**src/rtl/pulse_ext_pkg.sv**
```systemverilog
// Shared types and widths for the pulse-extend receiver.
package pulse_ext_pkg;
  localparam int SYNC_STAGES_DEF = 2;
  localparam int MIN_HIGH_DEF    = 2;
  localparam int HCNT_W          = 4;
  localparam int PCNT_W          = 8;

  typedef enum logic [1:0] {ARM, IDLE, QUAL, ACK} state_t;
endpackage

```
**src/rtl/bit_sync.sv**
```systemverilog
// Single-bit multi-flop synchronizer with synchronous active-low reset.
module bit_sync #(
  parameter int STAGES = 2
) (
  input  logic clk,
  input  logic rst_n,
  input  logic d,
  output logic q
);
  logic [STAGES-1:0] sync_pipe;

  always_ff @(posedge clk) begin
    if (!rst_n) sync_pipe <= '0;
    else        sync_pipe <= {sync_pipe[STAGES-2:0], d};
  end

  assign q = sync_pipe[STAGES-1];
endmodule

```
**src/rtl/pulse_extend_rx.sv**
```systemverilog
// Receive side of a stretched-pulse CDC: synchronize, qualify by width,
// emit one pulse per qualified event and return a level acknowledge.
module pulse_extend_rx
  import pulse_ext_pkg::*;
#(
  parameter int SYNC_STAGES = SYNC_STAGES_DEF,
  parameter int MIN_HIGH    = MIN_HIGH_DEF
) (
  input  logic              clk_b,
  input  logic              rstb_b,
  input  logic              ext_in,
  output logic              pulse_out,
  output logic              ack_out,
  output logic              glitch_err,
  output logic [PCNT_W-1:0] pulse_cnt
);
  localparam logic [HCNT_W-1:0] MIN_Q = HCNT_W'(MIN_HIGH);

  logic                    sync_q;
  logic [SYNC_STAGES-1:0]  vld_pipe;
  logic                    sync_ok;
  state_t                  state, state_nxt;
  logic [HCNT_W-1:0]       hcnt, hcnt_nxt, hcnt_inc;
  logic                    qual;
  logic                    pulse_nxt, ack_nxt, glitch_nxt;
  logic [PCNT_W-1:0]       cnt_nxt;

  bit_sync #(.STAGES(SYNC_STAGES)) u_sync (
    .clk   (clk_b),
    .rst_n (rstb_b),
    .d     (ext_in),
    .q     (sync_q)
  );

  // The chain resets to 0, so a low sync_q right after reset is not a real
  // low; ARM only trusts sync_q once the chain has refilled from ext_in.
  always_ff @(posedge clk_b) begin
    if (!rstb_b) vld_pipe <= '0;
    else         vld_pipe <= {vld_pipe[SYNC_STAGES-2:0], 1'b1};
  end
  assign sync_ok = vld_pipe[SYNC_STAGES-1];

  assign hcnt_inc = hcnt + 1'b1;
  assign qual = sync_q && (((state == IDLE) && (MIN_HIGH == 1)) ||
                           ((state == QUAL) && (hcnt_inc >= MIN_Q)));

  always_ff @(posedge clk_b) begin
    if (!rstb_b) state <= ARM;
    else         state <= state_nxt;
  end

  always_comb begin
    state_nxt = state;
    unique case (state)
      ARM:  if (sync_ok && !sync_q) state_nxt = IDLE;
      IDLE: if (sync_q)             state_nxt = qual ? ACK : QUAL;
      QUAL: if (!sync_q)            state_nxt = IDLE;
            else if (qual)          state_nxt = ACK;
      ACK:  if (!sync_q)            state_nxt = IDLE;
      default:                      state_nxt = ARM;
    endcase
  end

  always_comb begin
    pulse_nxt  = qual;
    glitch_nxt = (state == QUAL) && !sync_q;
    ack_nxt    = qual || ((state == ACK) && sync_q);
    cnt_nxt    = pulse_cnt + PCNT_W'(qual);
    hcnt_nxt   = hcnt;
    if (sync_q && (state == IDLE))      hcnt_nxt = HCNT_W'(1);
    else if (sync_q && (state == QUAL)) hcnt_nxt = hcnt_inc;
  end

  always_ff @(posedge clk_b) begin
    if (!rstb_b) begin
      hcnt       <= '0;
      pulse_out  <= 1'b0;
      ack_out    <= 1'b0;
      glitch_err <= 1'b0;
      pulse_cnt  <= '0;
    end else begin
      hcnt       <= hcnt_nxt;
      pulse_out  <= pulse_nxt;
      ack_out    <= ack_nxt;
      glitch_err <= glitch_nxt;
      pulse_cnt  <= cnt_nxt;
    end
  end
endmodule

```
**config.mk**
```make
export PLATFORM = sky130hd
export DESIGN_NAME = pulse_extend_rx
export DESIGN_NICKNAME = d
export VERILOG_FILES = /design/src/rtl/pulse_ext_pkg.sv /design/src/rtl/bit_sync.sv /design/src/rtl/pulse_extend_rx.sv
export SDC_FILE = /design/constraint.sdc
export NUM_CORES = 1
export LEC_CHECK = 0
export CELL_PAD_IN_SITES_DETAIL_PLACEMENT = 2
export CELL_PAD_IN_SITES_GLOBAL_PLACEMENT = 2
export CORE_ASPECT_RATIO = 0.5
export CORE_MARGIN = 5
export CORE_UTILIZATION = 29
export DETAILED_ROUTE_END_ITERATION = 8
export PLACE_DENSITY_LB_ADDON = 0.15
export REMOVE_ABC_BUFFERS = 1
export SLEW_MARGIN = 0
export SYNTH_ARGS = -nofsm -noshare
export SYNTH_HDL_FRONTEND = slang
export SYNTH_SLANG_ARGS = --single-unit
```
**constraint.sdc**
```tcl
create_clock -name clk_b -period 2 [get_ports clk_b]
set_input_delay 0.4 -clock clk_b [delete_from_list [all_inputs] [get_ports clk_b]]
set_output_delay 0.4 -clock clk_b [all_outputs]
set_load 0.02 [all_outputs]
```
== After elaboration in Yosys (flattened, before gate mapping) ==
Index checks and enable logic that the tools add are counted.
Word-level totals
  input bits: 3
  word-level logic and storage cells: 44
  output and inout port bits: 11
  register bits: 21
Operators by class
  bitwise operators: 1
  equal/unequal tests: 7
  reductions and logical operators: 13
  multiplexer cells: 10
  magnitude comparators: 1
  $add $sub $neg: 2
Operators with widths (number)
  2-bit 2-to-1 mux: 5
  8-bit by 1-bit adder with 8-bit output: 1
  2-bit one-hot mux with 4 select lines: 1
  1-bit logical AND: 7
  4-bit by 1-bit adder with 4-bit output, second input constant: 1
  2-bit == test, second input constant: 2
  4-bit by 2-bit greater-or-equal comparator with 1-bit output, second input constant: 1
  1-bit 2-to-1 mux: 4
  2-bit inequality test, second input constant: 2
  4-bit AND reduction: 1
  3-bit inequality test, second input constant: 1
  2-bit by 1-bit == test with 1-bit output, second input constant: 1
  2-bit zero test: 1
  2-bit by 1-bit inequality test with 1-bit output, second input constant: 1
  2-bit nonzero test: 1
  2-bit OR reduction: 1
  1-bit zero test: 1
  1-bit logical OR: 1
  1-bit NOT: 1

== Depth between registers and ports, before layout ==
  depth after elaboration: 7
  gate-level depth with buffers: 9
  depth with buffers taken out: 9

== Modules after synthesis ==
From an unflattened synthesis, not the netlist that was laid out.
Second synthesis, totals
  cell total of the unflattened synthesis: 102
  area total of the unflattened synthesis: 994.7 um^2
By module, submodules not included
  pulse_extend_rx: area an instance 942.2 um^2, cells each 98, seq. area each 380.4 um^2, instances 1
  bit_sync: area an instance 52.6 um^2, cells each 4, seq. area each 40.0 um^2, instances 1

== Worst setup path after synthesis ==
OpenSTA, ideal clock, no wires.
  path type: register -> register
  from: register hcnt[1]
  to: register pulse_cnt[7]
  data required time: 1.884 ns
  path buffers: 0
  cell stages (with the launch flop): 10
  data arrival time: 1.854 ns
  setup time: 0.116 ns
  period minus slack after synthesis: 1.971 ns
  slack: 0.029 ns
  cell sequence: dfxtp_1 inv_1 ha_1 nor3b_2 a21oi_1 ha_1 nand4_1 nor3_1 xnor2_1 nor2b_1
On the way
  cells in the longest elaborated chain, start to end: 5
Ends and longest elaborated chain
  start, declared: RTL line pulse_extend_rx.sv:23  | logic [HCNT_W-1:0] hcnt, hcnt_nxt, hcnt_inc;
  start signal, assigned: RTL line pulse_extend_rx.sv:82  | hcnt <= hcnt_nxt;
  4-bit by 1-bit adder with 4-bit output: RTL line pulse_extend_rx.sv:43  | assign hcnt_inc = hcnt + 1'b1;
  4-bit by 2-bit greater-or-equal comparator with 1-bit output: RTL line pulse_extend_rx.sv:45  | ((state == QUAL) && (hcnt_inc >= MIN_Q)));
  1-bit logical AND: RTL line pulse_extend_rx.sv:45
  1-bit logical AND: RTL line pulse_extend_rx.sv:44  | assign qual = sync_q && (((state == IDLE) && (MIN_HIGH == 1)) ||
  named net pulse_nxt: RTL line pulse_extend_rx.sv:25  | logic pulse_nxt, ack_nxt, glitch_nxt;
  8-bit by 1-bit adder with 8-bit output: RTL line pulse_extend_rx.sv:68  | cnt_nxt = pulse_cnt + PCNT_W'(qual);
  end signal, assigned: RTL line pulse_extend_rx.sv:86  | pulse_cnt <= cnt_nxt;
  end, declared: RTL line pulse_extend_rx.sv:15  | output logic [PCNT_W-1:0] pulse_cnt
The timed path passes the listed nets, and every way through them passes these cells.
A chain may end at the register's enable or synchronous reset.

== Final worst setup path ==
  from: register hcnt[0]
  to: register pulse_cnt[2]
The elaborated chain is that of the path after synthesis.

==> results <==
[cell usage in the layout (no fill, tap or decap), types with 2 or more instances in the layout]
cell type,instances
dfxtp_1,18
clkdlybuf4s50_1,13
and2_1,12
buf_4,12
inv_1,5
nand2_1,5
xnor2_1,5
ha_1,5
o21ai_0,4
nor2b_1,4
a21oi_1,3
nor2_1,3
nand3_1,3
clkbuf_8,3
nor3_1,2
or2b_1,2
a22oi_1,2
mux2i_1,2
and3_1,2
xor2_1,2
ha_4,2
dfxtp_4,2
[cells by family after synthesis]
logic type               share of synthesized area
XOR/XNOR                                    0.0790
adder cells (fa/ha/maj)                      0.100
flip-flops                                   0.422
AND/OR/NAND/NOR                              0.240
multiplexers                                0.0201
buffers and inverters                       0.0527
AO/OA/AOI/OAI                               0.0866
[final cells by class]
type	count	area, sq um
inverters	6	22.5
clock buffers	4	45.0
multi-input cells	72	598
flip-flops and latches	21	429
repair buffers	26	240
well taps	42	52.6
fillers	355	1990
[report_power, final]
group	switching [W]	leakage [nW]	internal (W)
logic	0.000111	0.346	0.0000969
clock network	0.000148	0.0228	0.000143
registers	0.0000182	0.173	0.000435
total	0.000277	0.541	0.000674
[per-stage QoR]
| stage | util | std cells |
|---|---|---|
| floorplan | - | 99 |
| global placement | 0.364 | 163 |
| detailed placement | 0.364 | 163 |
| CTS | 0.381 | 167 |
| global route | 0.411 | 171 |
| finish | 0.411 | 171 |
[per-layer routing]
layer	routed length [um]	share of wire
met1	1140	0.47
met3	80	0.033
met4	31	0.013
met2	1170	0.48
met5	0	0
[final timing paths]
check            endpoint  slack [ps]  cells after the start
max          pulse_cnt[2]         160                     10
min           vld_pipe[1]         440                      1
max reg2reg  pulse_cnt[2]         160                     10
min reg2reg   vld_pipe[1]         440                      1
[repair_timing]
item,in CTS,in global routing
endpoints found under the setup margin,2,4
hold buffers,0,0
pin swaps,0,5
gates resized for setup,3,14
buffers inserted,0,4
[flip-flops by register name, indices dropped and copies added (netlist names)]
register and count:
pulse_out 1, state 2, pulse_cnt 8, glitch_err 1, vld_pipe 2, u_sync.sync_pipe 2
hcnt 4, ack_out 1
[worst max-delay path: stages, from the launching register on]
cell and delay [ps]:
dfxtp_4 370, ha_4 180, xor2_4 150, nor3b_4 230, a21oi_2 100, ha_2 200
buf_4 130, buf_4 120, nand2_1 70, xnor2_1 60, and2_1 150
==> impl_metrics.toml <==
[timing]
fin_crit_sh = 0.922
final.setup_skew_ps = 2.13
finalMaxSlewViolations = 0
fin_setup_tns_ps = 0
holdWs_ps = 438
hold_viol = 0
worstMarginPinSlew_ps = 345
setup_viol = 0
setup_slack_ps = 155
post-route-min-period_ps = 1840
max_freq_ghz = 0.542
relSlewSlack = 0.770
rsz0062_at_grt = "false"

[layout]
drive_gt1_frac = 0.248
area_delta_synth_final_pct = 39.1
final_area_sq_um = 1390
n_antenna_cell = 0
fin_nets = 141

[yosys]
yosysSeqAreaShare = 0.422
synth_edf_count = 0
synth_cell_types = 28
yosys_warnings = 0
synth_top_area_cell = "dfxtp_1"
synth_flop_cell = "dfxtp_1"
synth_common_cells = "21 x dfxtp_1, 12 x and2_1, 8 x ha_1, 6 x inv_1"
synth_top_area_frac = 0.422
synth.ff_latch_count = 21
avgSynthCellArea_sq_um = 9.68
syn_area_sq_um = 997
post-synth-top-count-cell = "dfxtp_1"
async_reset_ff_frac = 0
synth_area_leaders = "dfxtp_1 42%, ha_1 10%, and2_1 7.5%, xnor2_1 4.4%, xor2_1 3.5%"
synth_cells = 103

[detailed_routing]
dr_total_vias = 789
drt_first_iter_violations = 20
vias_per_cell = 4.61
routed_wl_um = 2420
final_antenna_net_count = 0
drt_first_pass_iters = 4
drc = 0
routedWlPerCell_um = 14.2

[hold_path]
hold_start = "vld_pipe[0]"
hp-class = "reg -> reg"

[placement]
pre_cts_ws_ps = -14.6
portBuffers = 13
place_area_sq_um = 1230
dp_hpwl_um = 1740
gp_congestion = 0.736

[worst_setup_path]
setup.worst_path.start = "hcnt[0]"
worstSetupStartpointType = "flip-flop"
worstPathMaxFanout = 3
cp-end-kind = "flip-flop"
critPathKind = "reg -> reg"
critPathArrivalTime_ps = 2010
r2r_start = "hcnt[0]"
cp_data_required_time_ps = 2170

[global_routing]
antenna_found_initial = 0
grt_use_total = 0.113
grt_pass1_wl_um = 4070
grt_max_degree = 18
globalRouteOverflowTotal = 0
busiest_layer = "met2"
use_met2 = 0.201
grt.met1_usage = 0.130
grt_pass1_vias = 835
use_met3 = 0.0353

[floorplanning]
rows = 15
start_util = 0.295
fp.dieW_um = 92.9
die_h_um = 51.5
core-area_sq_um = 3380
pin_count = 14
die_area_sq_um = 4780

[flow_run]
drv_cap = 0

[clock_tree]
h-tree-depth = 1
clk_latency_ps = 270
clock_path_buffers = 2
cts_tree = "done"
root_buffer = "clkbuf_8"
path_clk_slew_ps = 80
numCtsBuffers = 3
clock-sinks = 21

[pwr]
peakVddDrop_mv = 0.252
p_leak_nw = 0.541
power.total_w = 0.000951
powerDensity_nw_per_um2 = 685

[outcome]
outcome = "completed"
Power figures use the tool's default switching activity.
